**config.mk**
```make
export PLATFORM = sky130hd
export DESIGN_NAME = jk_sync_counter
export DESIGN_NICKNAME = d
export VERILOG_FILES = /design/src/rtl/jk_pkg.sv /design/src/rtl/ffjk_cell.sv /design/src/rtl/jk_sync_counter.sv
export SDC_FILE = /design/constraint.sdc
export NUM_CORES = 1
export LEC_CHECK = 0
export ABC_AREA = 1
export CAP_MARGIN = 40
export CORE_AREA = 2 2 39 41
export CTS_BUF_LIST = sky130_fd_sc_hd__clkbuf_4 sky130_fd_sc_hd__clkbuf_8 sky130_fd_sc_hd__clkbuf_16
export DETAILED_ROUTE_END_ITERATION = 7
export DIE_AREA = 0 0 41 43
export PLACE_DENSITY = 0.51
export RECOVER_POWER = 50
export SYNTH_ARGS = -nofsm -noshare
export SYNTH_HDL_FRONTEND = slang
export SYNTH_SLANG_ARGS = --single-unit
```
**constraint.sdc**
```tcl
create_clock -name clk -period 1.4 [get_ports clk]
set_input_delay 0.42 -clock clk [delete_from_list [all_inputs] [get_ports clk]]
set_output_delay 0.42 -clock clk [all_outputs]
set_load 0.02 [all_outputs]
```
**src/rtl/jk_pkg.sv**
```systemverilog
// Shared JK flip-flop action encodings and the next-state function.
// Both the ffjk_cell sub-module and the counter testbench model use this package.
package jk_pkg;

   // bit1 = J, bit0 = K
   typedef enum logic [1:0] {
      JK_HOLD = 2'b00,
      JK_RST  = 2'b01,
      JK_SET  = 2'b10,
      JK_TGL  = 2'b11
   } jk_action_e;

   function automatic logic jk_next(input logic q, input logic j, input logic k);
      logic r_n;
      r_n = q;
      case (jk_action_e'({j, k}))
         JK_HOLD: r_n = q;
         JK_RST:  r_n = 1'b0;
         JK_SET:  r_n = 1'b1;
         JK_TGL:  r_n = ~q;
         default: r_n = q;
      endcase
      return r_n;
   endfunction

endpackage

```
**src/rtl/ffjk_cell.sv**
```systemverilog
// One JK flip-flop bit with synchronous active-high reset and a clock enable.
module ffjk_cell
   import jk_pkg::*;
(
   input  logic clk,
   input  logic reset,
   input  logic enable,
   input  logic j,
   input  logic k,
   output logic q
);

   logic r_q;

   always_ff @(posedge clk) begin
      if (reset) begin
         r_q <= 1'b0;
      end else if (enable) begin
         r_q <= jk_next(r_q, j, k);
      end
   end

   assign q = r_q;

endmodule

```
**src/rtl/jk_sync_counter.sv**
```systemverilog
// Synchronous up/down modulo-MODULUS counter built from ffjk_cell bits, cascadable via enable/tc.
// Optional parallel load (load, d ports) is compiled in when JK_CNT_LOAD_EN is defined.
module jk_sync_counter
   import jk_pkg::*;
#(
   parameter int WIDTH   = 4,
   parameter int MODULUS = 10
) (
   input  logic             clk,
   input  logic             reset,
   input  logic             clear,
   input  logic             enable,
   input  logic             up_dn,
`ifdef JK_CNT_LOAD_EN
   input  logic             load,
   input  logic [WIDTH-1:0] d,
`endif
   output logic [WIDTH-1:0] q,
   output logic             tc
);

   if (WIDTH < 1 || WIDTH > 16 || MODULUS < 2 || MODULUS > (1 << WIDTH)) begin : g_param_err
      $error("jk_sync_counter: illegal WIDTH=%0d / MODULUS=%0d", WIDTH, MODULUS);
   end

   localparam logic [WIDTH-1:0] MAX_VAL = WIDTH'(MODULUS - 1);
   localparam logic [WIDTH:0]   MOD_EXT = (WIDTH+1)'(MODULUS);

   logic             w_load;
   logic [WIDTH-1:0] w_d;
   logic             w_wrap_up;
   logic             w_wrap_dn;
   logic             w_force;
   logic [WIDTH-1:0] w_target;
   logic [WIDTH-1:0] w_tgl;
   logic [WIDTH-1:0] w_j;
   logic [WIDTH-1:0] w_k;
   logic             w_cell_en;

`ifdef JK_CNT_LOAD_EN
   assign w_load = load;
   assign w_d    = d;
`else
   assign w_load = 1'b0;
   assign w_d    = '0;
`endif

   // Out-of-range values (only reachable by load) fall into the wrap cases.
   assign w_wrap_up = (q >= MAX_VAL);
   assign w_wrap_dn = (q == '0) || ({1'b0, q} >= MOD_EXT);

   always_comb begin
      w_force  = 1'b0;
      w_target = '0;
      if (clear) begin
         w_force  = 1'b1;
         w_target = '0;
      end else if (w_load) begin
         w_force  = 1'b1;
         w_target = w_d;
      end else if (enable) begin
         if (up_dn && w_wrap_up) begin
            w_force  = 1'b1;
            w_target = '0;
         end else if (!up_dn && w_wrap_dn) begin
            w_force  = 1'b1;
            w_target = MAX_VAL;
         end
      end
   end

   // Ripple toggle chain: a bit flips when all lower bits are 1 (up) or 0 (down).
   always_comb begin
      logic chain;
      chain = 1'b1;
      w_tgl = '0;
      for (int i = 0; i < WIDTH; i++) begin
         w_tgl[i] = chain;
         chain    = chain & (up_dn ? q[i] : ~q[i]);
      end
   end

   always_comb begin
      w_j = '0;
      w_k = '0;
      for (int i = 0; i < WIDTH; i++) begin
         if (w_force) begin
            w_j[i] = w_target[i];
            w_k[i] = ~w_target[i];
         end else if (enable) begin
            w_j[i] = w_tgl[i];
            w_k[i] = w_tgl[i];
         end
      end
   end

   assign w_cell_en = clear | w_load | enable;

   for (genvar g = 0; g < WIDTH; g++) begin : g_cell
      ffjk_cell u_cell (
         .clk    (clk),
         .reset  (reset),
         .enable (w_cell_en),
         .j      (w_j[g]),
         .k      (w_k[g]),
         .q      (q[g])
      );
   end

   assign tc = enable & (up_dn ? (q == MAX_VAL) : (q == '0));

endmodule
```
==> implementation parameters <==
Parameter                              Value

Routing
  1st-pass router iterations    2
  Number of DRC violations after detailed routing    0
  Antenna violation net count after detailed routing    0
  Drt first-iter violations    3
  Total via count after detailed routing    441
  Average routed wire per standard cell    9.83 um
  Detail-routed via count per cell    4.28
  Post-detailed-routing wire length    1010 um

CTS
  Buffer levels on the longest clock path    2
  TritonCTS clock tree    built
  Worst-skew pair later-pin latency    0.24 ns
  Clock Sink Count    4
  Hold buffers post-CTS    0
  Maximum level of the CTS H-tree    1
  Number of buffers created by CTS    3
  Worst-path clk slew    0.04 ns
  CTS root buf    sky130_fd_sc_hd__clkbuf_4

Global route
  Number of antenna violations at the first check in global routing    0
  Grt ovf    0
  Vias in the first global route    402
  Global-route usage over all layers    13.5%
  First-pass GRT wire length    1640 um
  Maximum number of pins on one net before global-route repair    5

Setup path
  Element type at the critical path end    output port
  Arrival time of the worst setup path    1.03 ns
  Startpoint kind of the worst setup timing path    flip-flop
  Required time of the critical path    0.98 ns
  Critical Path Fanout Max    4
  Path type of the worst setup path    flip-flop to output port

Outcome
  Failing checks    negative setup slack
  Outcome    finished, violations left

Layout
  Final Net Count    94
  Synthesis-to-layout area growth    54.7%
  Ant. Diodes    0
  Finished Cell Area    623 um2
  Fraction of layout cells with a size suffix above 1    62.1%
  Flip-flop count of the largest register, all copies and words added    4

Timing
  Relative max-transition margin    87.5%
  Final worst-path cycle share    103%
  Least setup slack across all paths after layout    -0.0474 ns
  Total of endpoints with negative setup slack in the final report    1
  Final Hold Viols    0
  Final worst clock skew    0.0107 ns
  Setup TNS Final    -0.0474 ns
  Count of final max-slew check failures    0
  Setup repair after global routing missed its margin    true
  Worst Max-Slew Pin Slew    0.186 ns
  F_max    691 MHz
  Post-route minimum period    1.45 ns

Logic synthesis
  Warnings from Yosys    0
  Syn Std Cell Area    403 um2
  Share of synthesized area occupied by flip-flops and latches    19.9%
  Most area-consuming cells after synthesis    sky130_fd_sc_hd__dfxtp_1 (20%), sky130_fd_sc_hd__nand2_1 (11%), sky130_fd_sc_hd__nand2_2 (9.3%), sky130_fd_sc_hd__nor2_1 (8.4%), sky130_fd_sc_hd__buf_4 (7.5%)
  Net count after synthesis    69
  Synth Register Bits    4
  Area share of the leading cell type in the synthesized netlist    19.9%
  Mean post-synth cell area    6.30 um2
  Dominant cell type by area after synthesis    sky130_fd_sc_hd__dfxtp_1
  Gate Count Post-Synth    64
  Distinct cell type count of the synthesized netlist    20

Floorplanning
  Number of placement rows    14
  Count of pins on the block boundary    10
  Placeable Area    0.00138 mm2
  Effective utilization at floorplan    29.1%
  Die Ht    43 um
  Die footprint    0.00176 mm2
  DIE WIDTH    41 um

Placed design
  Placed Instance Area    581 um2
  Port-buffer cells    9
  Half-perimeter wire length of the detailed placement result    779 um
  Routability cong.    0.724

Power
  Worst VDD drop    0.459 mV
  Pwr per Cell Area    707 mW/mm2
  Static Leakage    0.000300 uW

Worst hold path
  Tightest Hold Check Type    flip-flop to flip-flop

Flow run
  Max-capacitance violation count    0
## cells in the final DEF, fill, tap and decap left out, drive strengths merged, types with 2 or more instances in the layout
cell type,netlist,routed
a21oi,3,3
buf,4,18
clkbuf,0,6
clkdlybuf4s50,0,2
dfxtp,4,4
inv,10,10
nand2,19,19
nand3,6,6
nor2,12,12
## Yosys cell counts
| library cell | count |
|---|---|
| sky130_fd_sc_hd__a21oi_2 | 1 |
| sky130_fd_sc_hd__xor2_1 | 1 |
| sky130_fd_sc_hd__clkinv_1 | 1 |
| sky130_fd_sc_hd__nor2_4 | 1 |
| sky130_fd_sc_hd__nand2_2 | 6 |
| sky130_fd_sc_hd__nand3_1 | 4 |
| sky130_fd_sc_hd__a21oi_1 | 2 |
| sky130_fd_sc_hd__nand3_2 | 2 |
| sky130_fd_sc_hd__xnor2_1 | 1 |
| sky130_fd_sc_hd__o21ai_0 | 1 |
| sky130_fd_sc_hd__buf_4 | 4 |
| sky130_fd_sc_hd__nor2_1 | 9 |
| sky130_fd_sc_hd__inv_1 | 7 |
| sky130_fd_sc_hd__nand4_1 | 1 |
| sky130_fd_sc_hd__nand2_4 | 1 |
| sky130_fd_sc_hd__nor2_2 | 2 |
| sky130_fd_sc_hd__dfxtp_1 | 4 |
| sky130_fd_sc_hd__inv_2 | 3 |
| sky130_fd_sc_hd__nand2_1 | 12 |
| sky130_fd_sc_hd__nor3b_2 | 1 |
## path summary, 6_finish.rpt
kind / from / end / slack (ns) / cells past startpoint
worst max-delay path: g_cell[1].u_cell.q / tc / -0.05 / 6
worst min-delay path: g_cell[3].u_cell.q / g_cell[3].u_cell.q / 0.65 / 3
worst max register to register: g_cell[2].u_cell.q / g_cell[0].u_cell.q / 0.21 / 8
worst min register to register: g_cell[3].u_cell.q / g_cell[3].u_cell.q / 0.65 / 3
## area by class of cell
type | instances | area [um2]
fillers | 153 | 761
multi-input cells | 45 | 274
repair buffers | 24 | 180
flip-flops and latches | 4 | 85.1
inverters | 11 | 41.3
clock buffers | 3 | 22.5
well taps | 16 | 20.0
## per-layer routing
metal	up-vias	part of all wire (%)	track usage, %
li1	238	-	-
met1	195	45	18.7
met2	8	51	20.0
met3	0	4.2	6.28
met4	0	0	0
met5	-	0	0
## worst max-delay path, stage by stage (launching register included)
cell                      delay [ns]
sky130_fd_sc_hd__dfxtp_2        0.33
sky130_fd_sc_hd__inv_2          0.06
sky130_fd_sc_hd__nand2_2        0.05
sky130_fd_sc_hd__nor2_2         0.10
sky130_fd_sc_hd__nand2_2        0.07
sky130_fd_sc_hd__nand2_2        0.06
sky130_fd_sc_hd__buf_6          0.11
## cell families (layout without fill, tap and decap cells)
group | count (synthesis) | after routing | share of synthesized area, %
simple gates | 39 | 39 | 52.2
xor+xnor | 2 | 2 | 4.35
flops | 4 | 4 | 19.9
compound gates | 4 | 4 | 5.90
buf+inv | 15 | 38 | 17.7
## timing repair
item                       in CTS  in global routing
setup buffers                   1                  1
pin swaps                       2                  1
gates resized for setup        38                  5
setup endpoints to repair       9                  4
## metrics by stage
stage / util (%) / cells / hold slack [ns] / worst slack [ns] / power, uW
after floorplan: - / 64 / 0.482 / 0.144 / 217
after global placement: 42.0 / 98 / 0.639 / -0.878 / 286
after detailed placement: 42.0 / 98 / 0.641 / -0.887 / 286
after CTS: 44.8 / 102 / 0.642 / -0.0385 / 437
after global routing: 45.0 / 103 / 0.678 / -0.0807 / 469
final: 45.0 / 103 / 0.647 / -0.0474 / 441
## where the power goes
group / total, uW / internal, uW / switching [uW]
combinational: 163 / 77.5 / 85.6
clock: 147 / 96.1 / 51.1
sequential: 130 / 123 / 7.68
Note: power is estimated with default switching activity, not from simulation.
